$ cat src/rtl/uart_tx_fifo.sv
// Byte FIFO feeding the UART transmitter over a req/ack handshake, with fill level and sticky overflow.
// Define UART_TX_FIFO_CRLF_EN to expand each stored LF into CR LF on the transmitter side.
module uart_tx_fifo #(
    parameter int DEPTH = 16,
    parameter int LVL_W = $clog2(DEPTH) + 1
) (
    input  logic             clk,
    input  logic             reset_,
    input  logic             wr_req,
    input  logic [7:0]       wr_data,
    output logic             wr_full,
    output logic [LVL_W-1:0] fifo_level,
    output logic             overflow,
    input  logic             ovf_clr,
    output logic             tx_req,
    output logic [7:0]       tx_data,
    input  logic             tx_ready
);

    localparam int AW = $clog2(DEPTH);

    logic [7:0]  mem [DEPTH];
    logic [AW:0] wr_ptr_reg, wr_ptr_next;
    logic [AW:0] rd_ptr_reg, rd_ptr_next;
    logic        overflow_reg, overflow_next;
    logic        empty, full, push, ack, pop;
    logic [7:0]  head;

    assign empty = (wr_ptr_reg == rd_ptr_reg);
    assign full  = (wr_ptr_reg[AW] != rd_ptr_reg[AW]) &&
                   (wr_ptr_reg[AW-1:0] == rd_ptr_reg[AW-1:0]);
    assign head  = mem[rd_ptr_reg[AW-1:0]];
    assign push  = wr_req && !full;
    assign ack   = tx_ready && !empty;

`ifdef UART_TX_FIFO_CRLF_EN
    logic cr_done_reg, cr_done_next;
    logic head_is_lf;

    assign head_is_lf = (head == 8'h0A);
    // The first ack of an LF only consumes the inserted CR; the LF itself stays at the head.
    assign pop        = ack && (!head_is_lf || cr_done_reg);
    assign tx_data    = (head_is_lf && !cr_done_reg) ? 8'h0D : head;

    always_comb begin
        cr_done_next = cr_done_reg;
        if (ack && head_is_lf && !cr_done_reg) begin
            cr_done_next = 1'b1;
        end else if (pop) begin
            cr_done_next = 1'b0;
        end
    end

    always_ff @(posedge clk or negedge reset_) begin
        if (!reset_) begin
            cr_done_reg <= 1'b0;
        end else begin
            cr_done_reg <= cr_done_next;
        end
    end
`else
    assign pop     = ack;
    assign tx_data = head;
`endif

    always_comb begin
        wr_ptr_next   = wr_ptr_reg;
        rd_ptr_next   = rd_ptr_reg;
        overflow_next = overflow_reg;
        if (push) begin
            wr_ptr_next = wr_ptr_reg + 1'b1;
        end
        if (pop) begin
            rd_ptr_next = rd_ptr_reg + 1'b1;
        end
        // Full is judged at the start of the cycle, so a same-cycle pop does not save the push.
        if (wr_req && full) begin
            overflow_next = 1'b1;
        end else if (ovf_clr) begin
            overflow_next = 1'b0;
        end
    end

    always_ff @(posedge clk or negedge reset_) begin
        if (!reset_) begin
            wr_ptr_reg   <= '0;
            rd_ptr_reg   <= '0;
            overflow_reg <= 1'b0;
        end else begin
            wr_ptr_reg   <= wr_ptr_next;
            rd_ptr_reg   <= rd_ptr_next;
            overflow_reg <= overflow_next;
        end
    end

    // Storage is not reset; contents are invalidated by clearing the pointers.
    always_ff @(posedge clk) begin
        if (push) begin
            mem[wr_ptr_reg[AW-1:0]] <= wr_data;
        end
    end

    assign wr_full    = full;
    assign fifo_level = wr_ptr_reg - rd_ptr_reg;
    assign overflow   = overflow_reg;
    assign tx_req     = !empty;

endmodule

$ cat config.mk
export PLATFORM = sky130hd
export DESIGN_NAME = uart_tx_fifo
export DESIGN_NICKNAME = d
export VERILOG_FILES = /design/src/rtl/uart_tx_fifo.sv
export SDC_FILE = /design/constraint.sdc
export NUM_CORES = 1
export LEC_CHECK = 0
export ABC_CLOCK_PERIOD_IN_PS = 3700
export BUFFER_PORTS_ARGS = -buffer_cell sky130_fd_sc_hd__buf_2
export CORE_ASPECT_RATIO = 0.7
export CORE_MARGIN = 3
export CORE_UTILIZATION = 60
export DETAILED_ROUTE_END_ITERATION = 8
export HOLD_SLACK_MARGIN = 0.05
export PLACE_DENSITY = 0.78
export SLEW_MARGIN = 40
export SYNTH_ARGS = -nofsm -noshare
export SYNTH_HDL_FRONTEND = slang
export SYNTH_SLANG_ARGS = --single-unit
$ cat constraint.sdc
create_clock -name clk -period 3.7 [get_ports clk]
set_input_delay 1.11 -clock clk [delete_from_list [all_inputs] [get_ports clk]]
set_output_delay 1.11 -clock clk [all_outputs]
set_load 0.05 [all_outputs]
# After elaboration in Yosys (flattened, before gate mapping)
# Memories as Yosys holds them, arrays and structs flattened.
# Index checks and enable logic that the tools add are counted.
# W data, S select, Z words.
# word_totals
latch_bits	0
rom_bits	0
out_inout_bits	16
ram_bits	128
memories	1
ff_bits	11
wordCells	21
# classes
n_reduce_logical	7
bitwise_logic	0
n_eq_ne	3
n_div	0
n_addsub	3
magnitude_cmp	0
multipliers	0
mux	4
shifts	0
# memory_table
memory	depth	word_bits	read_ports	rd_ports_with_merged_regs	wr	line_no	text
mem	16	8	1	0	1	22	logic [7:0] mem [DEPTH];
# op_table
operator	count
$add A5 B1 Y5 const B	2
$eq A5 B5 Y1	1
$sub A5 B5 Y5	1
$eq A4 B4 Y1	1
$logic_and A1 B1 Y1	4
$mux W1	4
$logic_not A1 Y1	2
$reduce_bool A2 Y1	1
$ne A1 B1 Y1	1

# Depth between registers and ports, before layout
# depth
depth_word	6
mapped_depth	9
depth_no_buf	7

# Worst setup path after synthesis
# No wires, ideal clock.
# synth_timing
path_kind	reg-to-output
from	register rd_ptr_reg[1]
to	output port fifo_level[3]
required_ns	2.590
path_slack_ns	0.375
t_arrival_ns	2.215
path_buffers	2
stages_incl_launch_ff	8
cell_sequence	dfrtp_1 -> buf_6 -> clkbuf_1 -> inv_2 -> ha_1 -> a21o_1 -> a21oi_1 -> xnor2_1
# synth_between
elab_chain_len	1
# synth_rtl
item	line_no	text
from (decl)	24	logic [AW:0] rd_ptr_reg, rd_ptr_next;
from (signal assigned)	91	rd_ptr_reg <= rd_ptr_next;
$sub A5 B5 Y5	104	assign fifo_level = wr_ptr_reg - rd_ptr_reg;
to (decl)	12	output logic [LVL_W-1:0] fifo_level,
# No other way between the ends.

# Worst setup path after layout
# layout_timing
from	register wr_ptr_reg[0]
to	output port fifo_level[4]
# layout_between
elab_chain_len	1
# layout_rtl
item	line_no	text
from (decl)	23	logic [AW:0] wr_ptr_reg, wr_ptr_next;
from (signal assigned)	90	wr_ptr_reg <= wr_ptr_next;
$sub A5 B5 Y5	104	
# No other way between the ends.

==> summary.md <==
| Metric | Value |
|---|---|
| Vias in the first global route | `around 3200` |
| Worst min path class | `reg -> reg` |
| Worst R2R End | `mem[4][4]` |
| Layout cells sized above 1 | `between 20% and 30%` |
| Cell family with most CP delay | `adder cells` |
| RR Startpoint | `rd_ptr_reg[2]` |
| Global placement routability congestion | `approximately 0.85` |
| Max Fclk | `~0.29 GHz` |
| Sum Neg Setup Slack | `0 ns` |
| I/O Pins | `29` |
| Final Max Slew Viols | `0` |
| Synth cell types | `34` |
| Resized Gates After CTS | `0` |
| Crit path DAT | `about 2.4 ns` |
| Slowest stage delay, CP | `0.41 ns` |
| Dpl ws | `0.578 ns` |
| R2r setup slk | `approximately 1.2 ns` |
| #FFs+latches synth | `between 100 and 150` |
| CP max-delay cell | `dfrtp_1` |
| Clk root buf | `clkbuf_16` |
| Top cell type's share of synthesized area | `about two thirds` |
| DR vias | `3087` |
| Die height | `roughly 88 µm` |
| Fin. Hold Viols | `0` |
| Detail Route Antenna Nets | `0` |
| Nature of the critical path endpoint | `output pin` |
| Max cap viols | `0` |
| Largest family of logic cells by synthesized area | `multiplexers` |
| Post-Route WL | `11.5 mm` |
| Worst IR Drop VDD | `0.707 mV` |
| Initial drt markers | `about 320` |
| Leading area contributor after synthesis | `edfxtp_1` |
| PD cells | `around 940 nW/µm²` |
| Seq/Total Area, Yosys | `a little under three quarters` |
| Clk slew on worst S/H paths | `about 0.060 ns` |
| Hold path cells | `2` |
| Area contributors post-synth | `edfxtp_1, mux4_2, mux2i_1` |
| Synth Area in Adders | `approximately 2.3%` |
| Skew final | `roughly 0.0071 ns` |
| DR WL/cell | `22.6 µm` |
| CP Max Fanout | `4` |
| Cells after synthesis | `320` |
| # H-tree levels | `4` |
| First drt pass iteration count | `5` |
| Fin crit share | `between 90% and 100%` |
| Post-Synth XOR/XNOR Area | `roughly 2.0%` |
| CTS Buf Count | `17` |
| Post-Synth Simple-Gate Area | `3.40%` |
| Overall die width | `around 120 µm` |
| Final setup margin | `between 0.2 and 0.25 ns` |
| Power, Total | `roughly 6.2 mW` |
| GRT Util Overall | `about a quarter` |
| Number of flip-flops in the largest register | `around 130` |
| Post-CTS Hold Fix Bufs | `0` |
| Avg Inst Size Synth | `about 18 µm²` |
| Die footprint | `~11000 µm²` |
| First-pass GRT wire length | `between 15 and 20 mm` |
| Worst hold path startpoint | `overflow` |
| CTS tree | `built` |
| Cell area after synthesis | `a little under 6000 µm²` |
| ANT cells | `0` |
| Largest net degree at the start of global routing | `34` |
| CP Cell Sequence | `inv_1 > ha_1 > inv_1 > fa_1 > a21o_1 > a21oi_1 > xnor2_1 > buf_2` |
| Compound-cell area share of the yosys netlist | `a little over 6%` |
| Crit path launch type | `flip-flop` |
| Worst skew pair latency | `0.42 ns` |
| GRT overflow | `0` |
| CP bufs+invs | `3` |
| Initial Util | `between 60% and 70%` |
| I/O Buffers | `28` |
| Row count | `29` |
| DRC | `0` |
| Pleak | `between 2 and 2.5 nW` |
| Core footprint | `slightly above 9000 µm²` |
| Reg2reg path depth | `8` |
| Non-Filler Instances | `between 500 and 600` |
| Syn Nets | `between 300 and 400` |
| Worst slew pin tran | `~0.52 ns` |
| Slew headroom | `65.1%` |
| Post-detail-place hpwl | `about 7.5 mm` |
| Maximum buffer depth of the clock tree | `2` |
| Synth warn | `0` |
| Final setup viols | `0` |
| Min cycle time layout | `~3.5 ns` |
| Fin Hold WS | `~0.52 ns` |
| Mux cell area share after synthesis | `a little under an eighth` |
| Status | `complete, no violations` |
| Initial antenna violation count | `0` |
| RSZ-0062 raised after global routing | `no` |
| WS Path Type | `reg -> out` |
| Worst Hold Path EP | `overflow` |
| Number of nets in the layout | `395` |
| Clock Sinks | `139` |
| Most used cell, CP | `inv_1` |
| Via/cell ratio | `6.06` |
| Dpl cells | `between 400 and 500` |
| Worst EP required | `between 2 and 3 ns` |
| Area Overhead vs Synth | `15.5%` |
| Post-CTS setup buffers | `0` |
[worst max path at each step]
stage                  startpoint       endpoint  slack [ns]  depth (start not counted)
floorplan           rd_ptr_reg[1]  fifo_level[3]        0.38                          7
global placement    wr_ptr_reg[0]  fifo_level[4]        0.68                          8
detailed placement  rd_ptr_reg[1]     tx_data[7]        0.58                          6
CTS                 rd_ptr_reg[1]     tx_data[5]        0.09                          6
global route        wr_ptr_reg[0]  fifo_level[4]        0.07                          8
finish              wr_ptr_reg[0]  fifo_level[4]        0.22                          8
[cells in the final DEF (no fill, tap or decap), drive strengths merged]
cell type  Yosys  final
edfxtp       128    128
buf           12     50
mux2i         32     32
nand2         18     18
clkbuf         5     18
mux4          16     16
a221oi        16     16
nor2          12     12
dfrtp         11     11
o21ai         11     11
xnor2         10     10
clkinv         0     10
ha             9      9
inv            9      9
a22oi          8      8
nand4          4      4
nor3           4      4
a21o           2      2
a21oi          2      2
xor2           2      2
nand2b         2      2
bufinv         0      2
clkinvlp       0      2
nor2b          1      1
and2           1      1
o21a           1      1
and4           1      1
a21boi         1      1
nand3          1      1
fa             1      1
[worst reg2reg max path, delay by kind of cell, from the launching register on]
family          cells  cell delay [ns]
simple gates        3             0.70
fa+ha+maj           1             0.34
buf+inv             3             0.54
compound gates      1             0.33
flops               1             0.34
[final cells by class]
cell class	count	area, µm²
clock buffer	18	429
sequential	139	4120
inverter	9	33.8
clock inverter	14	130
timing repair buffer	50	318
tap	124	155
fill	576	2550
multi-input combinational	155	1480
[per-stage QoR]
| stage | util, % | cell area (µm²) |
|---|---|---|
| after global routing | 72.4 | 6670 |
| final | 72.4 | 6670 |
| after global placement | 66.2 | 6100 |
| after detailed placement | 66.2 | 6100 |
| after floorplan | - | 5770 |
| after CTS | 72.3 | 6660 |
[per-layer routing]
layer  GRT usage [%]  vias up  wire [µm]
li1                -     1381          -
met1            32.2     1553       4750
met2            37.4      137       5580
met3            7.55       16       1010
met4            7.94        0        148
met5               0        -          0
[synthesized netlist by cell type]
library cell	number
mux2i_1	32
a21oi_1	2
nor3_1	4
nand4_1	4
a21boi_2	1
o21ai_1	3
nand3_1	1
xnor2_1	9
buf_6	8
inv_1	7
and4_1	1
dfrtp_1	11
ha_1	9
nor2b_1	1
fa_1	1
inv_2	2
buf_8	1
nor2_1	12
buf_4	2
and2_1	1
nand2_1	18
o21ai_0	8
xnor2_2	1
clkbuf_1	5
xor2_1	2
a221oi_2	9
a22oi_1	8
edfxtp_1	128
o21a_1	1
a221oi_1	7
nand2b_1	2
mux4_2	16
buf_2	1
a21o_1	2
[logic make-up (layout without fill, tap and decap cells)]
group | count (synthesis) | count (layout)
AOI/OAI and AO/OA | 41 | 41
xor gates and xnor gates | 12 | 12
adders and majority gates | 10 | 10
buffers and inverters | 26 | 91
DFF | 139 | 139
muxes | 48 | 48
and+or+nand+nor | 44 | 44
[power by group]
group / switching [mW] / internal (mW)
registers: 0.126 / 1.93
clock network: 0.615 / 0.979
logic: 1.74 / 0.851
Power figures use the tool's default switching activity.
